**src/rtl/secded_lock_pkg.sv**
```systemverilog
// Shared types and elaboration-time helpers for the key-locked SEC/DED pipeline.
// Used by locked_secded_pipe and secded_syndrome.
package secded_lock_pkg;

    typedef enum logic [1:0] {
        LOCKED  = 2'd0,
        LOADING = 2'd1,
        ACTIVE  = 2'd2
    } lock_state_e;

    // Smallest number of Hamming check bits covering data_w data bits.
    function automatic int calc_p(input int data_w);
        int p;
        p = 0;
        for (int i = 31; i >= 1; i--) begin
            if ((1 << i) >= data_w + i + 1) p = i;
        end
        return p;
    endfunction

    function automatic logic is_pow2(input int idx);
        return (idx > 0) && ((idx & (idx - 1)) == 0);
    endfunction

    // Codeword position of data bit j: the j-th non-power-of-two position.
    function automatic int data_pos(input int j);
        int cnt;
        int pos;
        cnt = 0;
        pos = 0;
        for (int i = 1; i < 1024; i++) begin
            if (!is_pow2(i)) begin
                if (cnt == j && pos == 0) pos = i;
                cnt++;
            end
        end
        return pos;
    endfunction

endpackage

```
**src/rtl/secded_syndrome.sv**
```systemverilog
// Combinational extended-Hamming checker: syndrome (XOR of set position indices)
// and overall parity of the whole codeword.
module secded_syndrome #(
    parameter int CODE_W = 22,
    parameter int P      = 5
) (
    input  logic [CODE_W-1:0] code,
    output logic [P-1:0]      s,
    output logic              p
);

    always_comb begin
        s = '0;
        for (int i = 1; i < CODE_W; i++) begin
            if (code[i]) s = s ^ P'(i);
        end
        p = ^code;
    end

endmodule

```
**src/rtl/locked_secded_pipe.sv**
```systemverilog
// Two-stage key-locked SEC/DED decoder with valid/ready on both sides.
// Optional macro SECDED_ERR_CNT_EN adds saturating sgl_cnt/dbl_cnt outputs.
module locked_secded_pipe
    import secded_lock_pkg::*;
#(
    parameter int              DATA_W      = 16,
    parameter int              KEY_W       = 32,
    parameter logic [KEY_W-1:0] KEY_CORRECT = 32'hA5C3_1E7F,
    localparam int             P           = calc_p(DATA_W),
    localparam int             CODE_W      = DATA_W + P + 1
) (
    input  logic              clk,
    input  logic              rst_n,
    input  logic              key_valid,
    input  logic              key_bit,
    input  logic              key_clear,
    output logic              unlocked,
    input  logic              in_valid,
    output logic              in_ready,
    input  logic [CODE_W-1:0] code_in,
    output logic              out_valid,
    input  logic              out_ready,
    output logic [DATA_W-1:0] data_out,
    output logic              sgl_err,
    output logic              dbl_err
`ifdef SECDED_ERR_CNT_EN
    ,
    output logic [15:0]       sgl_cnt,
    output logic [15:0]       dbl_cnt
`endif
);

    localparam int N  = CODE_W - 1;
    localparam int CW = $clog2(KEY_W + 1);

    // Handshake: a transfer happens on a clock edge where valid && ready;
    // valid never drops and payload never changes while waiting for ready.

    lock_state_e      state, state_nxt;
    logic [KEY_W-1:0] key_reg, key_nxt;
    logic [CW-1:0]    cnt, cnt_nxt;

    always_ff @(posedge clk or negedge rst_n) begin
        if (!rst_n) begin
            state   <= LOCKED;
            key_reg <= '0;
            cnt     <= '0;
        end else begin
            state   <= state_nxt;
            key_reg <= key_nxt;
            cnt     <= cnt_nxt;
        end
    end

    always_comb begin
        state_nxt = state;
        key_nxt   = key_reg;
        cnt_nxt   = cnt;
        if (key_clear) begin
            state_nxt = LOCKED;
            key_nxt   = '0;
            cnt_nxt   = '0;
        end else begin
            case (state)
                LOCKED: begin
                    if (key_valid) begin
                        key_nxt[0] = key_bit;
                        cnt_nxt    = CW'(1);
                        state_nxt  = LOADING;
                    end
                end
                LOADING: begin
                    if (key_valid) begin
                        for (int i = 0; i < KEY_W; i++) begin
                            if (cnt == CW'(i)) key_nxt[i] = key_bit;
                        end
                        cnt_nxt = cnt + CW'(1);
                        if (cnt == CW'(KEY_W - 1)) state_nxt = ACTIVE;
                    end
                end
                ACTIVE:  ;
                default: state_nxt = LOCKED;
            endcase
        end
    end

    assign unlocked = (state == ACTIVE);

    // Stage 1: data bits, syndrome and parity of the accepted codeword.
    logic              s1_valid;
    logic [DATA_W-1:0] s1_data;
    logic [P-1:0]      s1_s;
    logic              s1_p;
    logic [DATA_W-1:0] code_data;
    logic [P-1:0]      syn_s;
    logic              syn_p;
    logic              s2_ready, s1_advance, accept;

    secded_syndrome #(.CODE_W(CODE_W), .P(P)) u_syndrome (
        .code (code_in),
        .s    (syn_s),
        .p    (syn_p)
    );

    assign s2_ready   = !out_valid || out_ready;
    assign s1_advance = s1_valid && s2_ready;
    assign in_ready   = (state == ACTIVE) && (!s1_valid || s1_advance);
    assign accept     = in_valid && in_ready;

    always_ff @(posedge clk or negedge rst_n) begin
        if (!rst_n) begin
            s1_valid <= 1'b0;
            s1_data  <= '0;
            s1_s     <= '0;
            s1_p     <= 1'b0;
        end else if (key_clear) begin
            s1_valid <= 1'b0;
        end else if (accept) begin
            s1_valid <= 1'b1;
            s1_data  <= code_data;
            s1_s     <= syn_s;
            s1_p     <= syn_p;
        end else if (s1_advance) begin
            s1_valid <= 1'b0;
        end
    end

    // Stage 2: classify, correct a flipped data position, then apply key mask.
    logic              flip_en, dec_sgl, dec_dbl;
    logic [DATA_W-1:0] fixed;
    logic [KEY_W-1:0]  mask;
    logic [DATA_W-1:0] fold;

    always_comb begin
        flip_en = 1'b0;
        dec_sgl = 1'b0;
        dec_dbl = 1'b0;
        if (s1_p) begin
            if (s1_s == '0) begin
                dec_sgl = 1'b1;
            end else if (s1_s <= P'(N)) begin
                flip_en = 1'b1;
                dec_sgl = 1'b1;
            end else begin
                dec_dbl = 1'b1;
            end
        end else if (s1_s != '0) begin
            dec_dbl = 1'b1;
        end
    end

    for (genvar j = 0; j < DATA_W; j++) begin : g_data
        localparam int POS = data_pos(j);
        assign code_data[j] = code_in[POS];
        assign fixed[j]     = s1_data[j] ^ (flip_en && (s1_s == P'(POS)));
    end

    assign mask = key_reg ^ KEY_CORRECT;

    always_comb begin
        fold = '0;
        for (int j = 0; j < DATA_W; j++) begin
            for (int i = 0; i < KEY_W; i++) begin
                if ((i % DATA_W) == j) fold[j] = fold[j] ^ mask[i];
            end
        end
    end

    always_ff @(posedge clk or negedge rst_n) begin
        if (!rst_n) begin
            out_valid <= 1'b0;
            data_out  <= '0;
            sgl_err   <= 1'b0;
            dbl_err   <= 1'b0;
        end else if (key_clear) begin
            out_valid <= 1'b0;
        end else if (s2_ready) begin
            out_valid <= s1_valid;
            if (s1_valid) begin
                data_out <= fixed ^ fold;
                sgl_err  <= dec_sgl;
                dbl_err  <= dec_dbl;
            end
        end
    end

`ifdef SECDED_ERR_CNT_EN
    logic transfer;
    assign transfer = out_valid && out_ready;

    always_ff @(posedge clk or negedge rst_n) begin
        if (!rst_n) begin
            sgl_cnt <= '0;
            dbl_cnt <= '0;
        end else if (key_clear) begin
            sgl_cnt <= '0;
            dbl_cnt <= '0;
        end else if (transfer) begin
            if (sgl_err && sgl_cnt != 16'hFFFF) sgl_cnt <= sgl_cnt + 16'd1;
            if (dbl_err && dbl_cnt != 16'hFFFF) dbl_cnt <= dbl_cnt + 16'd1;
        end
    end
`endif

endmodule

```
**config.mk**
```make
export PLATFORM = sky130hd
export DESIGN_NAME = locked_secded_pipe
export DESIGN_NICKNAME = d
export VERILOG_FILES = /design/src/rtl/secded_lock_pkg.sv /design/src/rtl/secded_syndrome.sv /design/src/rtl/locked_secded_pipe.sv
export SDC_FILE = /design/constraint.sdc
export NUM_CORES = 1
export LEC_CHECK = 0
export CAP_MARGIN = 20
export CORE_ASPECT_RATIO = 1.4
export CORE_MARGIN = 10
export CORE_UTILIZATION = 51
export DETAILED_ROUTE_END_ITERATION = 8
export MAX_ROUTING_LAYER = met4
export PLACE_DENSITY = 0.74
export SETUP_SLACK_MARGIN = 0.02
export SLEW_MARGIN = 20
export SYNTH_ARGS = -nofsm -noshare
export SYNTH_HDL_FRONTEND = slang
export SYNTH_SLANG_ARGS = --single-unit
```
**constraint.sdc**
```tcl
create_clock -name clk -period 1.45 [get_ports clk]
set_input_delay 0.145 -clock clk [delete_from_list [all_inputs] [get_ports clk]]
set_output_delay 0.145 -clock clk [all_outputs]
set_load 0.01 [all_outputs]
```
* Yosys cells after proc, flatten, opt, wreduce, memory -nomap -nowiden
Cells that the tools add are included.
Cells by class: $lt $le $gt $ge 1, multiplexer cells 81, add/subtract/negate cells 1, reduce and logical (&&, ||, !) cells 100, bitwise gates (word level) 55, equal/unequal tests 54
Operators by type and width (number):
- 3-bit AND reduction | 33
- 6-bit by 5-bit == test with 1-bit output, second input constant | 16
- 2-bit nonzero test | 34
- 32-bit two-way mux | 2
- 6-bit by 4-bit == test with 1-bit output, second input constant | 8
- 1-bit two-way mux | 48
- 5-bit by 4-bit == test with 1-bit output, second input constant | 7
- 4-bit two-way mux | 8
- 1-bit bitwise XOR | 32
- 31-bit two-way mux | 1
- 5-bit two-way mux | 6
- 5-bit == test, second input constant | 5
- 6-bit by 3-bit == test with 1-bit output, second input constant | 4
- 22-bit parity | 1
- 1-bit logical AND | 19
- 19-bit inverter | 1
- 6-bit two-way mux | 3
- 2-bit inverter | 9
- 3-bit inverter | 6
- 16-bit bitwise XOR | 1
- 5-bit by 3-bit == test with 1-bit output, second input constant | 3
- 6-bit by 2-bit == test with 1-bit output, second input constant | 2
- 2-bit two-way mux | 6
- 3-bit two-way mux | 4
- 23 further kinds | 33
Storage, ports and cells: bits in registers 82, word-level logic and storage cells 334, output and inout port bits 21, input port bits 29

* Logic depth before layout (Yosys ltp)
Gate-level depths: netlist of run 1.
depth in word-level cells 37, gate-level depth with buffers 8, depth with buffers taken out 5

* Modules after synthesis
Synthesis of run 1 repeated with hierarchy kept, for this count alone.
Unflattened totals: cells, all modules 450, area total of the unflattened synthesis 4645.7 µm²
Modules (own cells, without submodules):
- locked_secded_pipe | instances 1, area each 4300.4 µm², cells each 413, sequential area each 2052.0 µm²
- secded_syndrome | instances 1, area each 345.3 µm², cells each 37, sequential area each 0.0 µm²

* Worst setup path before layout of run 1
Ideal clock, no wire load.
kind register to register, start point register state[0], end point register s1_data[1], cell stages (with the launch flop) 8, required time 1325 ps, arrival time 1595 ps, path buffers 3, clock period less this slack 1719 ps, setup slack -269 ps, setup time 125 ps, cells stage by stage dfrtp_1 buf_6 nand2b_1 a21oi_1 nand3b_1 buf_4 buf_4 mux2_2
On the way: word-level cells in the longest chain between the ends 4
Ends and longest elaborated chain:
- from (decl) | RTL line locked_secded_pipe.sv:39 | lock_state_e state, state_nxt;
- from (signal assigned) | RTL line locked_secded_pipe.sv:49 | state <= state_nxt;
- 2-bit == test | RTL line locked_secded_pipe.sv:107 | assign in_ready = (state == ACTIVE) && (!s1_valid || s1_advance);
- 1-bit logical AND | RTL line locked_secded_pipe.sv:107
- net in_ready | RTL line locked_secded_pipe.sv:19 | output logic in_ready,
- 1-bit logical AND | RTL line locked_secded_pipe.sv:108 | assign accept = in_valid && in_ready;
- 2-bit AND reduction (no line)
- to (signal assigned) | RTL line locked_secded_pipe.sv:120 | s1_data <= code_data;
- to (decl) | RTL line locked_secded_pipe.sv:91 | logic [DATA_W-1:0] s1_data;
The timed path passes the listed nets, and every way through them passes these cells. A chain may end at the register's enable or synchronous reset.

* Final worst setup path of run 1
start point input code_in[15], end point register s1_s[2]
On the way: word-level cells in the longest chain between the ends 9
Ends and longest elaborated chain:
- from (decl) | RTL line locked_secded_pipe.sv:20 | input logic [CODE_W-1:0] code_in,
- 4-bit two-way mux (*) | RTL line secded_syndrome.sv:15 | if (code[i]) s = s ^ P'(i);
- 5-bit two-way mux (*) (4 in series) | RTL line secded_syndrome.sv:15
- 2-bit inverter (no line)
- 5-bit two-way mux (*) | RTL line secded_syndrome.sv:15
- 3-bit inverter (no line)
- 5-bit two-way mux (*) | RTL line secded_syndrome.sv:15
- to (signal assigned) | RTL line locked_secded_pipe.sv:121 | s1_s <= syn_s;
- to (decl) | RTL line locked_secded_pipe.sv:92 | logic [P-1:0] s1_s;
Every way passes the cells marked *; elsewhere a longest branch is shown, timed or not.

==> metrics.txt, run 1 <==
share of cells above drive strength 1=0.290; CP startpoint=code_in[15]; Main synth FF type=dfrtp_1; Finish-stage setup viols=50; RSZ-0062 raised after global routing=yes; Root Driver=clkbuf_16; WL/cell=roughly 18 µm; worst reg2reg path endpoint=s1_data[1]; R2R cell count=7; combinational fraction of design power=0.225; Core Footprint=around 0.0086 mm²; Clock Power Share=0.360; global route overflow=0; r2r setup slk=-90 ps; Final ANT Viol Nets=0; Flop pwr share=0.415; cts bufs inserted=9; Post-Layout Inst Area=approximately 0.0063 mm²; WL met1=4350 µm; Synth cell types=34; Worst Path Required=about 1700 ps; die area=between 0.01 and 0.015 mm²; WS Path Type=in -> reg; fmax=around 640 MHz; Vias per Instance=5.30; Switching Fraction=0.267; Residual DRC=0; DRT Pass-1 Iters=4; failing checks=negative setup slack; Clock Skew=4.50 ps; Die Y=approximately 130 µm; Synth Register Bits=slightly above 80; Slew @ Worst Pin=about 560 ps; routed via count=about 3,500; critical path arrival=~1800 ps; Final GP Congestion=0.878; worst min path class=in -> reg; first-pass GRT wire length=18,000 µm; CP Max Fanout=2; Clock Path Buffers=2; Psw=~1.6 mW; nets=roughly 600; die width=~99 µm; Internal Power=about 4.4 mW; top sig layer=met4; final antenna diode count=0; clk slew on worst S/H paths=around 60 ps; FFs w/ async S/R, synth=1.00; H-tree lvl count=3; # IOs=50; Slew HR=0.627; Power Dens Cells=about 960 mW/mm²; critical path endpoint category=flop; maxcap violations=0; EDFF count, synth=0; Final Worst Setup Slack=-105 ps; PortBufs=between 40 and 50; leakage power=2.95 nW; Row Count=40; largest net degree at the start of global routing=43; final slew viol count=0; Post-Syn Nets=480; overall power=between 6 and 7 mW; insertion delay to the later sink of the worst-skew pair=between 300 and 400 ps; max reg flops=32; WHS Path Cells=3; Detailed Route WL=11,700 µm; post-synthesis cell count=approximately 450; wire length on met3=roughly 400 µm; worst vdd ir=0.000996 V; initial antenna violation count=0; Post-DP Area=0.00552 mm²; initial drt markers=between 100 and 150; starting density of the core=0.521; worst hold start=code_in[13]; Num Clock Sinks=82; Seq/Total Area, Yosys=0.460; area growth from synthesis to layout=41.1%; Tmin final=between 1500 and 2000 ps; All-Layer GR Usage=0.180; final period utilization=1.07; TritonCTS clock tree=built; HPWL after detailed placement=just under 8000 µm; Setup crit start kind=primary input; syn avg cell area=9.97 µm²; synthesized area=~0.0045 mm²; routed wl met2=~6600 µm; Hold Crit Endpoint=s1_data[8]; YS warnings=0; number of global-route vias before repair=3,710; RR Startpoint=state[1]; status=finished, violations left; final hold vios=0; post-layout util=0.735
cell type report:
class | instances | area, µm²
clock buffer | 14 | 274
clock inverter | 2 | 10.0
fill | 556 | 2270
inverter | 4 | 15.0
multi-input combinational | 334 | 2580
sequential | 82 | 2060
tap | 105 | 131
timing repair buffer | 127 | 1220
cells in the final DEF (no fill, tap or decap), types with 3 or more instances in the layout:
master and instances:
a21oi_1 6, buf_12 5, buf_4 64, buf_6 5, clkbuf_16 11, clkbuf_8 3, clkdlybuf4s50_1 33, dfrtp_1 79
dfrtp_2 3, dlygate4sd2_1 10, dlymetal6s2s_1 3, ha_1 3, inv_1 4, mux2_2 17, mux2i_1 31, nand2_1 35
nand2b_1 3, nand2b_4 3, nand3_1 19, nand3_2 19, nor2_1 46, nor2b_1 6, nor3_2 3, o21ai_0 31
xnor2_1 64, xnor2_2 10, xor2_1 10
cell usage after synthesis (6+ instances only):
master / count / area [µm²]
a21oi_1: 7 / 35.0
clkbuf_1: 19 / 71.3
dfrtp_1: 82 / 2050
mux2_2: 17 / 191
mux2i_1: 31 / 310
nand2_1: 35 / 131
nand2b_1: 6 / 37.5
nand3_1: 40 / 200
nor2_1: 47 / 176
nor2b_1: 9 / 56.3
o21ai_0: 31 / 155
xnor2_1: 74 / 648
xor2_1: 10 / 87.6
routing by layer:
layer,vias up,GRT usage
met5,-,-
met4,0,0.0930
met2,69,0.331
li1,1715,-
met1,1723,0.173
met3,32,0.0368
metrics by stage:
stage,hold slack [ps],instances,setup TNS (ps),setup WS (ps)
global route,281,668,-5870,-224
CTS,300,660,-1290,-50.3
floorplan,-151,447,-2660,-113
finish,285,668,-2260,-105
detailed placement,117,635,-13570,-428
global placement,108,635,-12050,-377
logic make-up (layout without fill, tap and decap cells):
group / Yosys count / in the layout / synth area share
xor gates and xnor gates: 85 / 85 / 0.170
muxes: 48 / 48 / 0.113
buffers and inverters: 31 / 147 / 0.0306
adders and majority gates: 4 / 4 / 0.0112
and+or+nand+nor: 152 / 152 / 0.161
DFF: 82 / 82 / 0.460
AOI/OAI and AO/OA: 45 / 45 / 0.0539
what timing repair did:
action,CTS,global route
pin swaps,15,17
hold endpoints to repair,29,0
cloned,3,2
hold buffers,1,0
buffers inserted,5,6
resized for setup,46,30
setup endpoints to repair,53,68
power groups by stage:
stage / clock (mW) / sequential, mW / combinational, mW
floorplan: 0 / 2.54 / 0.623
global placement: 0 / 2.54 / 1.16
detailed placement: 0 / 2.54 / 1.19
CTS: 2.20 / 2.50 / 1.25
global route: 2.29 / 2.53 / 1.47
finish: 2.18 / 2.51 / 1.37
critical path, cell delays in order:
cell,delay [ps]
clkdlybuf4s50_1,480
xnor2_2,180
xnor2_2,160
buf_4,150
xnor2_1,230
buf_4,160
xnor2_1,120
o21ai_0,130
worst max-delay path by stage:
stage,endpoint,depth (start not counted)
6_report,s1_s[2],8
5_1_grt,s1_s[2],8
4_1_cts,key_reg[6],7
3_5_place_dp,s1_p,6
3_3_place_gp,s1_p,6
2_1_floorplan,key_reg[10],6
Power figures use the tool's default switching activity.
==> inputs of run 2 (changes only) <==
--- a/config.mk
+++ b/config.mk
@@ -7,7 +7,7 @@
 export LEC_CHECK = 0
 export CAP_MARGIN = 20
 export CORE_ASPECT_RATIO = 1.4
-export CORE_MARGIN = 10
+export CORE_MARGIN = 2
 export CORE_UTILIZATION = 51
 export DETAILED_ROUTE_END_ITERATION = 8
 export MAX_ROUTING_LAYER = met4
==> run 2 against run 1 <==
Compared with the run above:
- the run still ends with negative setup slack left
- register-to-register slack about the same
- flip-flop and latch count unchanged
- total power up 1.2%
- sequential power about the same
- wire length down 1.5%
- utilization down 1.1 points
- worst hold slack worse by 150 ps
- clock skew up 1.3 ps
- combinational power down 7%
- first-iteration DRC count up 2.5%
- cell count down 1.2%
==> metrics.txt, run 2 (synthesized netlist as in run 1, its figures left out) <==
r2r setup slk=-100 ps; Switching Fraction=0.269; Filler cells=approximately 570; CP max-delay cell=dfrtp_1; combinational fraction of design power=0.209; final slew viol count=0; initial antenna violation count=0; Multi-input gate area=between 0.002 and 0.003 mm²; critical path endpoint category=flop; crit-path max cell delay=approximately 410 ps; share of cells above drive strength 1=0.265; insertion delay to the later sink of the worst-skew pair=roughly 340 ps; Tmin final=~1500 ps; Core Footprint=around 0.0086 mm²; WHS Path Cells=2; RSZ-0062 raised after global routing=yes; Clock Path Buffers=2; final hold vios=0; R2R cell count=6; Die Y=between 100 and 150 µm; largest net degree at the start of global routing=37; Num Clock Sinks=82; fmax=between 600 and 700 MHz; Flop pwr share=0.412; clk slew on worst S/H paths=around 60 ps; Final GP Congestion=approximately 0.89; Psw=between 1.5 and 2 mW; most common cell after layout, fill and taps aside=dfrtp_1; final antenna diode count=0; Internal Power=4.49 mW; PortBufs=49; WP buf/inv=1; global route overflow=0; routed via count=between 3,000 and 4,000; Final Worst Setup Slack=-97.2 ps; HPWL after detailed placement=about 7700 µm; starting density of the core=0.521; Root Driver=clkbuf_16; Slew HR=0.684; Power Dens Cells=slightly below 1000 mW/mm²; area growth from synthesis to layout=39.1%; initial drt markers=125; Finish-stage setup viols=between 50 and 60; commonest non-fill, non-tap cells in the layout=80 x dfrtp_1, 65 x xnor2_1, 61 x buf_4; first-pass GRT wire length=approximately 17,000 µm; maxcap violations=0; nets=between 500 and 600; # IOs=50; Clock Skew=just under 6 ps; TritonCTS clock tree=built; Vias per Instance=~5.5; CP Cell Sequence=nand3b_1 -> nor2_4 -> buf_8 -> nand3_2 -> mux2i_1 -> nor2_1; Row Count=40; critical path arrival=1770 ps; critical path depth in cells=6; Setup crit start kind=flop; Residual DRC=0; Worst Path Required=~1700 ps; WS Path Type=reg -> reg; Final ANT Viol Nets=0; failing checks=negative setup slack; number of global-route vias before repair=3,680; worst slack, placed=-443 ps; final period utilization=1.07; max reg flops=32; leakage power=roughly 3 nW; Hold WS=approximately 140 ps; flip-flop and latch area=between 0.002 and 0.0025 mm²; CP Max Fanout=8; sum of negative setup slack=-2840 ps; CP startpoint=cnt[5]; DRT Pass-1 Iters=4; WL/cell=17.5 µm; status=finished, violations left; overall power=~6.1 mW; Worst Setup EP=key_reg[26]; die area=approximately 0.0095 mm²; Detailed Route WL=roughly 12,000 µm; cts bufs inserted=9; All-Layer GR Usage=0.241; Slew @ Worst Pin=472 ps; die width=83.0 µm; worst vdd ir=0.00104 V; worst min path class=in -> reg; RR Startpoint=cnt[5]; worst reg2reg path endpoint=key_reg[26]; CP delay by family, top=simple AND/OR/NAND/NOR gates; Clock Power Share=0.379; H-tree lvl count=3
-- run 2: cell types whose count changed in the layout (fill, tap and decap cells not counted), sizes merged --
| cell | delta |
|---|---|
| buf | -8 |
| clkbuf | -4 |
| clkinvlp | +3 |
| clkdlybuf4s50 | -2 |
| dlymetal6s2s | +2 |
| bufinv | +1 |
-- run 2: cell type report --
class,count,area share
Sequential cell,82,0.332
Timing Repair Buffer,119,0.180
Clock inverter,6,0.0107
Tap cell,105,0.0212
Multi-Input combinational cell,334,0.416
Clock buffer,10,0.0386
Inverter,4,0.00242
-- run 2: per-stage QoR --
step                instances  cell area [µm²]  utilization
finish                    660             6200        0.724
global route              660             6200        0.724
CTS                       655             6010        0.702
detailed placement        633             5500        0.642
global placement          633             5500        0.642
floorplan                 447             4520            -
-- run 2: power by group through the flow --
stage / clock [mW] / combinational (mW) / sequential (mW)
floorplan: 0 / 0.623 / 2.54
global placement: 0 / 1.12 / 2.54
detailed placement: 0 / 1.15 / 2.55
CTS: 2.34 / 1.22 / 2.51
global route: 2.43 / 1.38 / 2.54
finish: 2.33 / 1.28 / 2.53
-- run 2: worst min path at each step --
stage	end	start	slack, ps
4_1_cts	state[0]	rst_n	250
2_1_floorplan	cnt[0]	rst_n	-150
3_5_place_dp	state[0]	rst_n	70
6_report	s1_data[11]	code_in[17]	140
3_3_place_gp	state[0]	rst_n	60
5_1_grt	s1_data[11]	code_in[17]	140
-- run 2: routing by layer --
layer	up-vias	share of wire	global-route usage
li1	1703	-	-
met1	1803	0.37	0.248
met2	84	0.57	0.449
met3	25	0.026	0.0267
met4	0	0.031	0.126
met5	-	0	-
-- run 2: repair_timing --
action,CTS,global route
hold endpoints to repair,21,0
endpoints found under the setup margin,57,64
setup buffers,4,3
pin swaps,12,16
gates resized for setup,49,33
cloned,1,2
hold buffers,1,0
==> inputs of run 3 (changes only) <==
--- a/config.mk
+++ b/config.mk
@@ -13,7 +13,7 @@
 export MAX_ROUTING_LAYER = met4
 export PLACE_DENSITY = 0.74
 export SETUP_SLACK_MARGIN = 0.02
-export SLEW_MARGIN = 20
+export SLEW_MARGIN = 0
 export SYNTH_ARGS = -nofsm -noshare
 export SYNTH_HDL_FRONTEND = slang
 export SYNTH_SLANG_ARGS = --single-unit
==> results of run 3 <==
Final layout, timing and power as in run 2 (identical DEF).
